### config.mk
export PLATFORM = sky130hd
export DESIGN_NAME = cbl_mir
export DESIGN_NICKNAME = d
export VERILOG_FILES = /design/src/rtl/cbl_mir_pkg.sv /design/src/rtl/cbl_branch_logic.sv /design/src/rtl/cbl_mir.sv
export SDC_FILE = /design/constraint.sdc
export NUM_CORES = 1
export LEC_CHECK = 0
export ABC_CLOCK_PERIOD_IN_PS = 2160
export CAP_MARGIN = 30
export CORE_MARGIN = 4
export CORE_UTILIZATION = 38
export DETAILED_ROUTE_END_ITERATION = 8
export GPL_TIMING_DRIVEN = 0
export PLACE_DENSITY = 0.78
export SLEW_MARGIN = 15
export SYNTH_ARGS = -nofsm -noshare
export SYNTH_HDL_FRONTEND = slang
export SYNTH_HIERARCHICAL = 1
export SYNTH_SLANG_ARGS = --single-unit
### constraint.sdc
create_clock -name CBL_MIR_CLOCK_50 -period 2.16 [get_ports CBL_MIR_CLOCK_50]
set_input_delay 0.432 -clock CBL_MIR_CLOCK_50 [delete_from_list [all_inputs] [get_ports CBL_MIR_CLOCK_50]]
set_output_delay 0.432 -clock CBL_MIR_CLOCK_50 [all_outputs]
set_load 0.03 [all_outputs]
### src/rtl/cbl_mir_pkg.sv
// cbl_mir_pkg: shared constants for the microinstruction register and branch logic.
//   Microword field positions, COND and Tipo encodings, sequencer states,
//   PSR flag indices and the ALU opcode group that updates the condition codes.
package cbl_mir_pkg;

   localparam int DATAWIDTH_CSADDRESS = 11;
   localparam int DATAWIDTH_MICROWORD = 41;
   localparam int DATAWIDTH_CBL       = 2;
   localparam int DATAWIDTH_FLAGS     = 4;

   // Microword field bit positions
   localparam int MIR_A_HI     = 40;
   localparam int MIR_A_LO     = 35;
   localparam int MIR_AMUX     = 34;
   localparam int MIR_B_HI     = 33;
   localparam int MIR_B_LO     = 28;
   localparam int MIR_BMUX     = 27;
   localparam int MIR_C_HI     = 26;
   localparam int MIR_C_LO     = 21;
   localparam int MIR_CMUX     = 20;
   localparam int MIR_RD       = 19;
   localparam int MIR_WR       = 18;
   localparam int MIR_ALU_HI   = 17;
   localparam int MIR_ALU_LO   = 14;
   localparam int MIR_COND_HI  = 13;
   localparam int MIR_COND_LO  = 11;
   localparam int MIR_JUMP_HI  = 10;
   localparam int MIR_JUMP_LO  = 0;

   // PSR flag positions inside {n,z,v,c}
   localparam int FLAG_N = 3;
   localparam int FLAG_Z = 2;
   localparam int FLAG_V = 1;
   localparam int FLAG_C = 0;

   // ALU[3:2] value shared by ANDCC/ORCC/NORCC/ADDCC
   localparam logic [1:0] ALU_CC_GROUP = 2'b00;

   typedef enum logic [2:0] {
      COND_NEXT   = 3'b000,
      COND_N      = 3'b001,
      COND_Z      = 3'b010,
      COND_V      = 3'b011,
      COND_C      = 3'b100,
      COND_IR13   = 3'b101,
      COND_JUMP   = 3'b110,
      COND_DECODE = 3'b111
   } cond_t;

   typedef enum logic [1:0] {
      TIPO_NEXT   = 2'b00,
      TIPO_JUMP   = 2'b01,
      TIPO_DECODE = 2'b10
   } tipo_t;

   typedef enum logic [1:0] {
      ST_LOAD    = 2'b00,
      ST_EXEC    = 2'b01,
      ST_MEMWAIT = 2'b10
   } state_t;

endpackage

### src/rtl/cbl_branch_logic.sv
// cbl_branch_logic: combinational microbranch select.
//   cond     in  3  COND field of the registered microinstruction
//   psr      in  4  registered {n,z,v,c}
//   ir13     in  1  instruction register bit 13
//   complete in  1  microinstruction completes this cycle
//   tipo     out 2  next-address select (00 next, 01 jump, 10 decode)
// While the microinstruction is not completing, Tipo selects "jump" so the
// CS address register reloads its own address and holds.
module cbl_branch_logic
   import cbl_mir_pkg::*;
(
   input  logic [2:0] cond,
   input  logic [3:0] psr,
   input  logic       ir13,
   input  logic       complete,
   output logic [1:0] tipo
);

   // Map COND and the selected flag to the next-address select
   always_comb begin
      tipo = TIPO_JUMP;
      if (complete) begin
         case (cond_t'(cond))
            COND_NEXT:   tipo = TIPO_NEXT;
            COND_N:      tipo = psr[FLAG_N] ? TIPO_JUMP : TIPO_NEXT;
            COND_Z:      tipo = psr[FLAG_Z] ? TIPO_JUMP : TIPO_NEXT;
            COND_V:      tipo = psr[FLAG_V] ? TIPO_JUMP : TIPO_NEXT;
            COND_C:      tipo = psr[FLAG_C] ? TIPO_JUMP : TIPO_NEXT;
            COND_IR13:   tipo = ir13 ? TIPO_JUMP : TIPO_NEXT;
            COND_JUMP:   tipo = TIPO_JUMP;
            COND_DECODE: tipo = TIPO_DECODE;
            default:     tipo = TIPO_JUMP;
         endcase
      end else begin
         tipo = TIPO_JUMP;
      end
   end

endmodule

### src/rtl/cbl_mir.sv
// cbl_mir: microinstruction register, LOAD/EXEC/MEMWAIT sequencer and PSR.
//   CBL_MIR_CLOCK_50            in  1   clock, rising edge
//   CBL_MIR_ResetInLow_In       in  1   async active-low reset
//   CBL_MIR_CSAddress_InBus     in  11  current CS address
//   CBL_MIR_Microword_InBus     in  41  microcode store output
//   CBL_MIR_IR13_In             in  1   IR bit 13
//   CBL_MIR_ALUFlags_InBus      in  4   live ALU {n,z,v,c}
//   CBL_MIR_MemReady_In         in  1   main memory ready
//   CBL_MIR_Tipo_OutBus         out 2   next-address select
//   CBL_MIR_JumpAddress_OutBus  out 11  jump target
//   CBL_MIR_MIR_OutBus          out 41  registered microinstruction
//   CBL_MIR_ExecStrobe_Out      out 1   microinstruction completes this cycle
//   CBL_MIR_MemRead_Out         out 1   memory read request
//   CBL_MIR_MemWrite_Out        out 1   memory write request
//   CBL_MIR_PSR_OutBus          out 4   registered {n,z,v,c}
// Tipo and JumpAddress are combinational because the CS address register
// consumes them on the very next edge; during LOAD and memory wait they
// feed back the current address so the control store holds.
module cbl_mir
   import cbl_mir_pkg::*;
(
   input  logic        CBL_MIR_CLOCK_50,
   input  logic        CBL_MIR_ResetInLow_In,
   input  logic [10:0] CBL_MIR_CSAddress_InBus,
   input  logic [40:0] CBL_MIR_Microword_InBus,
   input  logic        CBL_MIR_IR13_In,
   input  logic [3:0]  CBL_MIR_ALUFlags_InBus,
   input  logic        CBL_MIR_MemReady_In,
   output logic [1:0]  CBL_MIR_Tipo_OutBus,
   output logic [10:0] CBL_MIR_JumpAddress_OutBus,
   output logic [40:0] CBL_MIR_MIR_OutBus,
   output logic        CBL_MIR_ExecStrobe_Out,
   output logic        CBL_MIR_MemRead_Out,
   output logic        CBL_MIR_MemWrite_Out,
   output logic [3:0]  CBL_MIR_PSR_OutBus
);

   state_t      state_r;
   state_t      state_next;
   logic [40:0] mir_r;
   logic [3:0]  psr_r;
   logic        rd;
   logic        wr;
   logic        active;
   logic        complete;

   // Sequencer state register
   always_ff @(posedge CBL_MIR_CLOCK_50 or negedge CBL_MIR_ResetInLow_In) begin
      if (!CBL_MIR_ResetInLow_In) begin
         state_r <= ST_LOAD;
      end else begin
         state_r <= state_next;
      end
   end

   // Next-state decode
   always_comb begin
      state_next = state_r;
      case (state_r)
         ST_LOAD:    state_next = ST_EXEC;
         ST_EXEC:    state_next = complete ? ST_LOAD : ST_MEMWAIT;
         ST_MEMWAIT: state_next = complete ? ST_LOAD : ST_MEMWAIT;
         default:    state_next = ST_LOAD;
      endcase
   end

   // Output decode: completion and memory request qualifiers
   always_comb begin
      rd       = mir_r[MIR_RD];
      wr       = mir_r[MIR_WR];
      active   = 1'b0;
      complete = 1'b0;
      case (state_r)
         ST_LOAD: begin
            active   = 1'b0;
            complete = 1'b0;
         end
         ST_EXEC, ST_MEMWAIT: begin
            active   = 1'b1;
            // a memory microinstruction only completes once memory is ready
            complete = !(rd || wr) || CBL_MIR_MemReady_In;
         end
         default: begin
            active   = 1'b0;
            complete = 1'b0;
         end
      endcase
      CBL_MIR_ExecStrobe_Out = complete;
      CBL_MIR_MemRead_Out    = active & rd;
      // RD and WR together are treated as a read
      CBL_MIR_MemWrite_Out   = active & wr & ~rd;
      if (complete) begin
         CBL_MIR_JumpAddress_OutBus = mir_r[MIR_JUMP_HI:MIR_JUMP_LO];
      end else begin
         CBL_MIR_JumpAddress_OutBus = CBL_MIR_CSAddress_InBus;
      end
   end

   // Microinstruction register: captured at the end of LOAD, stable otherwise
   always_ff @(posedge CBL_MIR_CLOCK_50 or negedge CBL_MIR_ResetInLow_In) begin
      if (!CBL_MIR_ResetInLow_In) begin
         mir_r <= 41'd0;
      end else if (state_r == ST_LOAD) begin
         mir_r <= CBL_MIR_Microword_InBus;
      end else begin
         mir_r <= mir_r;
      end
   end

   // PSR: condition-code ALU ops latch the live flags on the completing edge,
   // so a branch in the same microinstruction still sees the old flags
   always_ff @(posedge CBL_MIR_CLOCK_50 or negedge CBL_MIR_ResetInLow_In) begin
      if (!CBL_MIR_ResetInLow_In) begin
         psr_r <= 4'd0;
      end else if (complete && (mir_r[MIR_ALU_HI:MIR_ALU_HI-1] == ALU_CC_GROUP)) begin
         psr_r <= CBL_MIR_ALUFlags_InBus;
      end else begin
         psr_r <= psr_r;
      end
   end

   cbl_branch_logic u_branch (
      .cond     (mir_r[MIR_COND_HI:MIR_COND_LO]),
      .psr      (psr_r),
      .ir13     (CBL_MIR_IR13_In),
      .complete (complete),
      .tipo     (CBL_MIR_Tipo_OutBus)
   );

   assign CBL_MIR_MIR_OutBus = mir_r;
   assign CBL_MIR_PSR_OutBus = psr_r;

endmodule

Word level (Yosys, flattened, before mapping)
Index checks and enable logic that the tools add are counted.

Input bits: 60. Output and inout port bits: 61. Word-level logic and storage cells: 36. Register bits after elaboration: 47.

Multiplexer cells: 12. Bitwise gates (word level): 4. Reduce and logical (&&, ||, !) cells: 8. Equal/unequal tests: 9.

Operators by type and width (count): $pmux W2 S8 (1); $eq A3 B3 Y1 const B (4); $mux W11 (1); $mux W1 (7); $eq A3 B2 Y1 const B (2); $logic_not A2 Y1 (2); $mux W2 (2); $pmux W2 S2 (1); $and A1 B1 Y1 (3); $eq A3 B1 Y1 const B (1); $logic_not A3 Y1 (1); $eq A2 B1 Y1 const B (1); $eq A2 B2 Y1 const B (1); $logic_or A1 B1 Y1 (2); $reduce_or A2 Y1 (1); $logic_and A1 B1 Y1 (1); $logic_not A1 Y1 (1); $not A1 Y1 (1).

Longest topological paths before layout
Gate-level depths: netlist of the first run.

Depth after elaboration: 6. Mapped depth: 8. Mapped depth without buffers: 7.

By module
Netlist of the first run, hierarchy kept.

By module, submodules not included: cbl_mir (sequential area each 1176.1 um^2, area an instance 1979.4 um^2, cells an instance 123, times used 1); cbl_branch_logic (sequential area each 0.0 um^2, area an instance 98.8 um^2, cells an instance 10, times used 1).

Worst setup path before layout of the first run
No wires, ideal clock.

Path type: register to output. From: reg mir_r[18], in the netlist CBL_MIR_MIR_OutBus[18]. To: out CBL_MIR_Tipo_OutBus[0]. Buffers on the path: 1. Arrival: 1.759 ns. Cell stages (with the launch flop): 8. Required time: 1.728 ns. Slack: -0.031 ns. Cells stage by stage: dfrtp_1 o21bai_4 nand2_2 buf_6 inv_1 inv_1 a2111oi_4 a21oi_2.

Cells in the longest elaborated chain, start to end: 5.

RTL lines: start, declared (line cbl_mir.sv:40) `logic [40:0] mir_r;`; start signal, assigned (line cbl_mir.sv:104) `mir_r <= CBL_MIR_Microword_InBus;`; start signal, assigned (line cbl_mir.sv:106) `mir_r <= mir_r;`; $logic_or A1 B1 Y1 (line cbl_mir.sv:81) `complete = !(rd || wr) || CBL_MIR_MemReady_In;`; $logic_not A1 Y1 (line cbl_mir.sv:81); $logic_or A1 B1 Y1 (line cbl_mir.sv:81); $mux W1 (line cbl_mir.sv:73) `case (state_r)`; net CBL_MIR_ExecStrobe_Out (line cbl_mir.sv:32) `output logic CBL_MIR_ExecStrobe_Out,`; $mux W2 (line cbl_branch_logic.sv:22) `if (complete) begin`; end, declared (line cbl_mir.sv:29) `output logic [1:0] CBL_MIR_Tipo_OutBus,`.

The timed path passes the listed nets, and every way through them passes these cells.

Worst setup path in the final report of the first run
From: reg state_r[0]. To: out CBL_MIR_JumpAddress_OutBus[5].

Cells in the longest elaborated chain, start to end: 4. Elaborated cells on any way between the ends: 5. Those cells by class: eq/ne (2); mux (2); reduce/logical (1).

RTL lines: start, declared (line cbl_mir.sv:38) `state_t state_r;`; start signal, assigned (line cbl_mir.sv:52) `state_r <= state_next;`; $eq A2 B1 Y1 or $eq A2 B2 Y1 (tied branches) (line cbl_mir.sv:73); $reduce_or A2 Y1 (no source line) *; $mux W1 * (line cbl_mir.sv:73); $mux W11 * (line cbl_mir.sv:92) `if (complete) begin`; end, declared (line cbl_mir.sv:30) `output logic [10:0] CBL_MIR_JumpAddress_OutBus,`.

Mark *: on every way between the ends. The rest lies on a longest branch, timed or not.

==> flow_summary.json, run 1 <==
{
  "status": "finished with violations",
  "violations": "setup timing",
  "ys_top_cells_by_area": "dfrtp_1 (57%), mux2_2 (25%), mux2_4 (7.2%)",
  "insertedDiodeCount": 0,
  "max_stage_delay_ns": 0.39,
  "setup_viol": 12,
  "first_pass_iters": 4,
  "final_nets": 333,
  "yosysSeqAreaShare_pct": 56.6,
  "hold_class": "in2async",
  "die_h_microns": 82.0,
  "synth-simple-area-share_pct": 3.43,
  "gp_congestion": 0.713,
  "relSlewSlack_pct": 61.3,
  "cp_cell_sequence": "inv_2 -> ha_4 -> nand2_4 -> bufbuf_16 -> mux2_4 -> buf_6",
  "start_util_pct": 39.9,
  "cts_made_buffers": 5,
  "drv_cap": 0,
  "grt_max_degree": 25,
  "worst_slack_ns": -0.0828,
  "synth_compound_area_share_pct": 3.07,
  "io_buffers": 120,
  "grt-ovfl-total": 0,
  "track_usage_pct": 17.0,
  "max_freq_mhz": 446,
  "layout.cells.non_filler": 340,
  "wire_per_inst_microns": 16.6,
  "io_pins": 121,
  "yosys.cell_types.count": 22,
  "grt_pass1_wl_microns": 8510,
  "total_power_mw": 6.51,
  "powerDensity_nw_per_um2": 1790,
  "end_kind": "output port",
  "syn_inst": 133,
  "crit_fanout": 5,
  "grt_antenna_before_repair": 0,
  "startpoint": "state_r[0]",
  "row_count": 26,
  "cp-start-kind": "register",
  "clockBufferDepth": 2,
  "finalCritPeriodShare_pct": 104,
  "area_delta_synth_final_pct": 74.8,
  "worst_pin_slew_ns": 0.581,
  "cts_tree": "yes",
  "initialDrtViolationCount": 48,
  "root_buffer": "clkbuf_8",
  "ir_drop_v": 0.000970,
  "coreArea_sq_um": 5200,
  "layout-drive-gt1-share_pct": 39.3,
  "vias": 1577,
  "synth_xor_area_share_pct": 0,
  "fin_skew_ns": 0.00837,
  "ys_ff_latch": 47,
  "drt-total-wl_microns": 5640,
  "ant_nets": 0,
  "yosys_warnings": 6,
  "arrival_ns": 1.81,
  "slew_violations": 0,
  "clk_pin_slew_ns": 0.09,
  "synth_top_family_by_area": "multiplexers",
  "dp.final_hpwl_microns": 4390,
  "remaining_drc_errors": 0,
  "htreeDepth": 2,
  "synth_fa_ha_area_share_pct": 1.81,
  "criticalPathCategory": "reg2out",
  "die_x_microns": 82.0,
  "finalHoldViolations": 0,
  "synth.area.mux_share_pct": 32.7,
  "cp_slowest_cell": "dfrtp_1",
  "syn_nets": 196,
  "r2r_start": "state_r[0]",
  "dieArea_sq_um": 6720,
  "cts.sinks": 47,
  "synth_top_area_share_pct": 56.6,
  "place_inst": 324,
  "rsz0062_at_grt": "yes",
  "via_per_inst": 4.64,
  "leakage_nw": 1.57,
  "yosys.area.top_type": "dfrtp_1",
  "min_period_ns": 2.24,
  "worstPathRequired_ns": 1.73,
  "clk_latency_ns": 0.30,
  "grt_pass1_vias": 1769,
  "syn_area_sq_um": 2080,
  "synth.avg_cell_area_sq_um": 15.6
}
-- worst paths after layout --
| path | to | depth (start not counted) | slack (ns) |
|---|---|---|---|
| setup / recovery | CBL_MIR_JumpAddress_OutBus[5] | 6 | -0.08 |
| hold / removal | CBL_MIR_MIR_OutBus[26] | 1 | 0.13 |
| setup reg to reg | CBL_MIR_MIR_OutBus[4] | 5 | 0.55 |
| hold reg to reg | CBL_MIR_MIR_OutBus[35] | 1 | 0.51 |
| max in group asynchronous | CBL_MIR_MIR_OutBus[19] | 2 | 1.51 |
| min in group CBL_MIR_CLOCK_50 | CBL_MIR_MIR_OutBus[35] | 1 | 0.51 |
-- synthesized netlist by cell type --
master     instances
dfrtp_1           47
mux2_2            47
mux2_4            10
buf_2              4
inv_1              4
ha_1               3
and2_1             2
nor2_1             2
a2111oi_4          1
a21o_2             1
a21oi_2            1
and3_2             1
and3b_2            1
buf_6              1
clkbuf_1           1
nand2_1            1
nand2_2            1
nand2b_1           1
nand3_1            1
nor3_1             1
nor3b_1            1
o21bai_4           1
-- logic make-up (layout without fill, tap and decap cells) --
| group | count (synthesis) | after routing |
|---|---|---|
| and+or+nand+nor | 12 | 12 |
| AOI/OAI and AO/OA | 4 | 4 |
| DFF | 47 | 47 |
| adders and majority gates | 3 | 3 |
| muxes | 57 | 57 |
| buffers and inverters | 10 | 147 |
-- power by group --
part	internal (mW)	switching [mW]
sequential	1.33	0.345
combinational	2.19	2.11
clock	0.251	0.281
total	3.77	2.74
-- per-layer routing --
metal	vias up	part of all wire [%]	track usage, %
li1	737	-	-
met3	10	9.6	7.89
met4	0	2.2	6.98
met1	763	36	18.1
met5	-	0	0
met2	67	52	29.0
-- state kept, by name (all words and copies together) (netlist names) --
signal / cells
CBL_MIR_MIR_OutBus: 41
CBL_MIR_PSR_OutBus: 4
state_r: 2
-- layout make-up --
class | instances | area (sq um)
Buffer | 6 | 43.8
Inverter | 4 | 18.8
Tap cell | 70 | 87.6
Multi-Input combinational cell | 76 | 880
Fill cell | 403 | 1570
Clock buffer | 6 | 82.6
Timing Repair Buffer | 130 | 1340
Clock inverter | 1 | 5.00
Sequential cell | 47 | 1180
-- placed cells by master, fill, tap and decap left out, types with 2 or more instances in the layout --
master and count:
clkdlybuf4s50_1 102, buf_12 2, dlygate4sd2_1 3, nor2_1 2, mux2_4 11, clkbuf_8 6
inv_2 2, dfrtp_1 47, ha_1 2, buf_4 6, mux2_2 46, buf_2 5
buf_6 14
-- stage by stage --
| stage | setup TNS [ns] | util (%) | area [sq um] | hold WS, ns | worst slack [ns] |
|---|---|---|---|---|---|
| after floorplan | 0 | - | 2080 | 0.136 | 0.000173 |
| after global placement | -39.63 | 64.8 | 3370 | 0.489 | -0.699 |
| after detailed placement | -7.68 | 65.2 | 3390 | 0.468 | -0.759 |
| after CTS | -0.608 | 68.4 | 3560 | 0.139 | -0.0933 |
| after global routing | -1.72 | 69.8 | 3630 | 0.161 | -0.153 |
| final | -0.788 | 69.8 | 3630 | 0.128 | -0.0828 |
-- timing repair --
| action | CTS | global route |
|---|---|---|
| hold buffers | 0 | 0 |
| endpoints found under the setup margin | 16 | 14 |
| pin swaps | 2 | 0 |
| cloned | 1 | 0 |
| resized for setup | 94 | 17 |
| setup buffers | 4 | 4 |
-- worst max-delay path: cells and delay by family, from the launching register on --
family | cells | cell delay (ns)
simple gates | 1 | 0.07
buf+inv | 3 | 0.48
flops | 1 | 0.39
mux | 1 | 0.30
fa+ha+maj | 1 | 0.28
(Power assumes the default switching activity.)
==> inputs of run 2 (changes only) <==
- CAP_MARGIN: 30 -> 20
==> results of run 2 <==
No change in the layout: final DEF, timing and power equal those of run 1.
==> inputs of run 3 (changes only) <==
- ABC_AREA: default -> 0
- CAP_MARGIN: 20 -> default
==> results of run 3 <==
No change in the layout: final DEF, timing and power equal those of run 1.
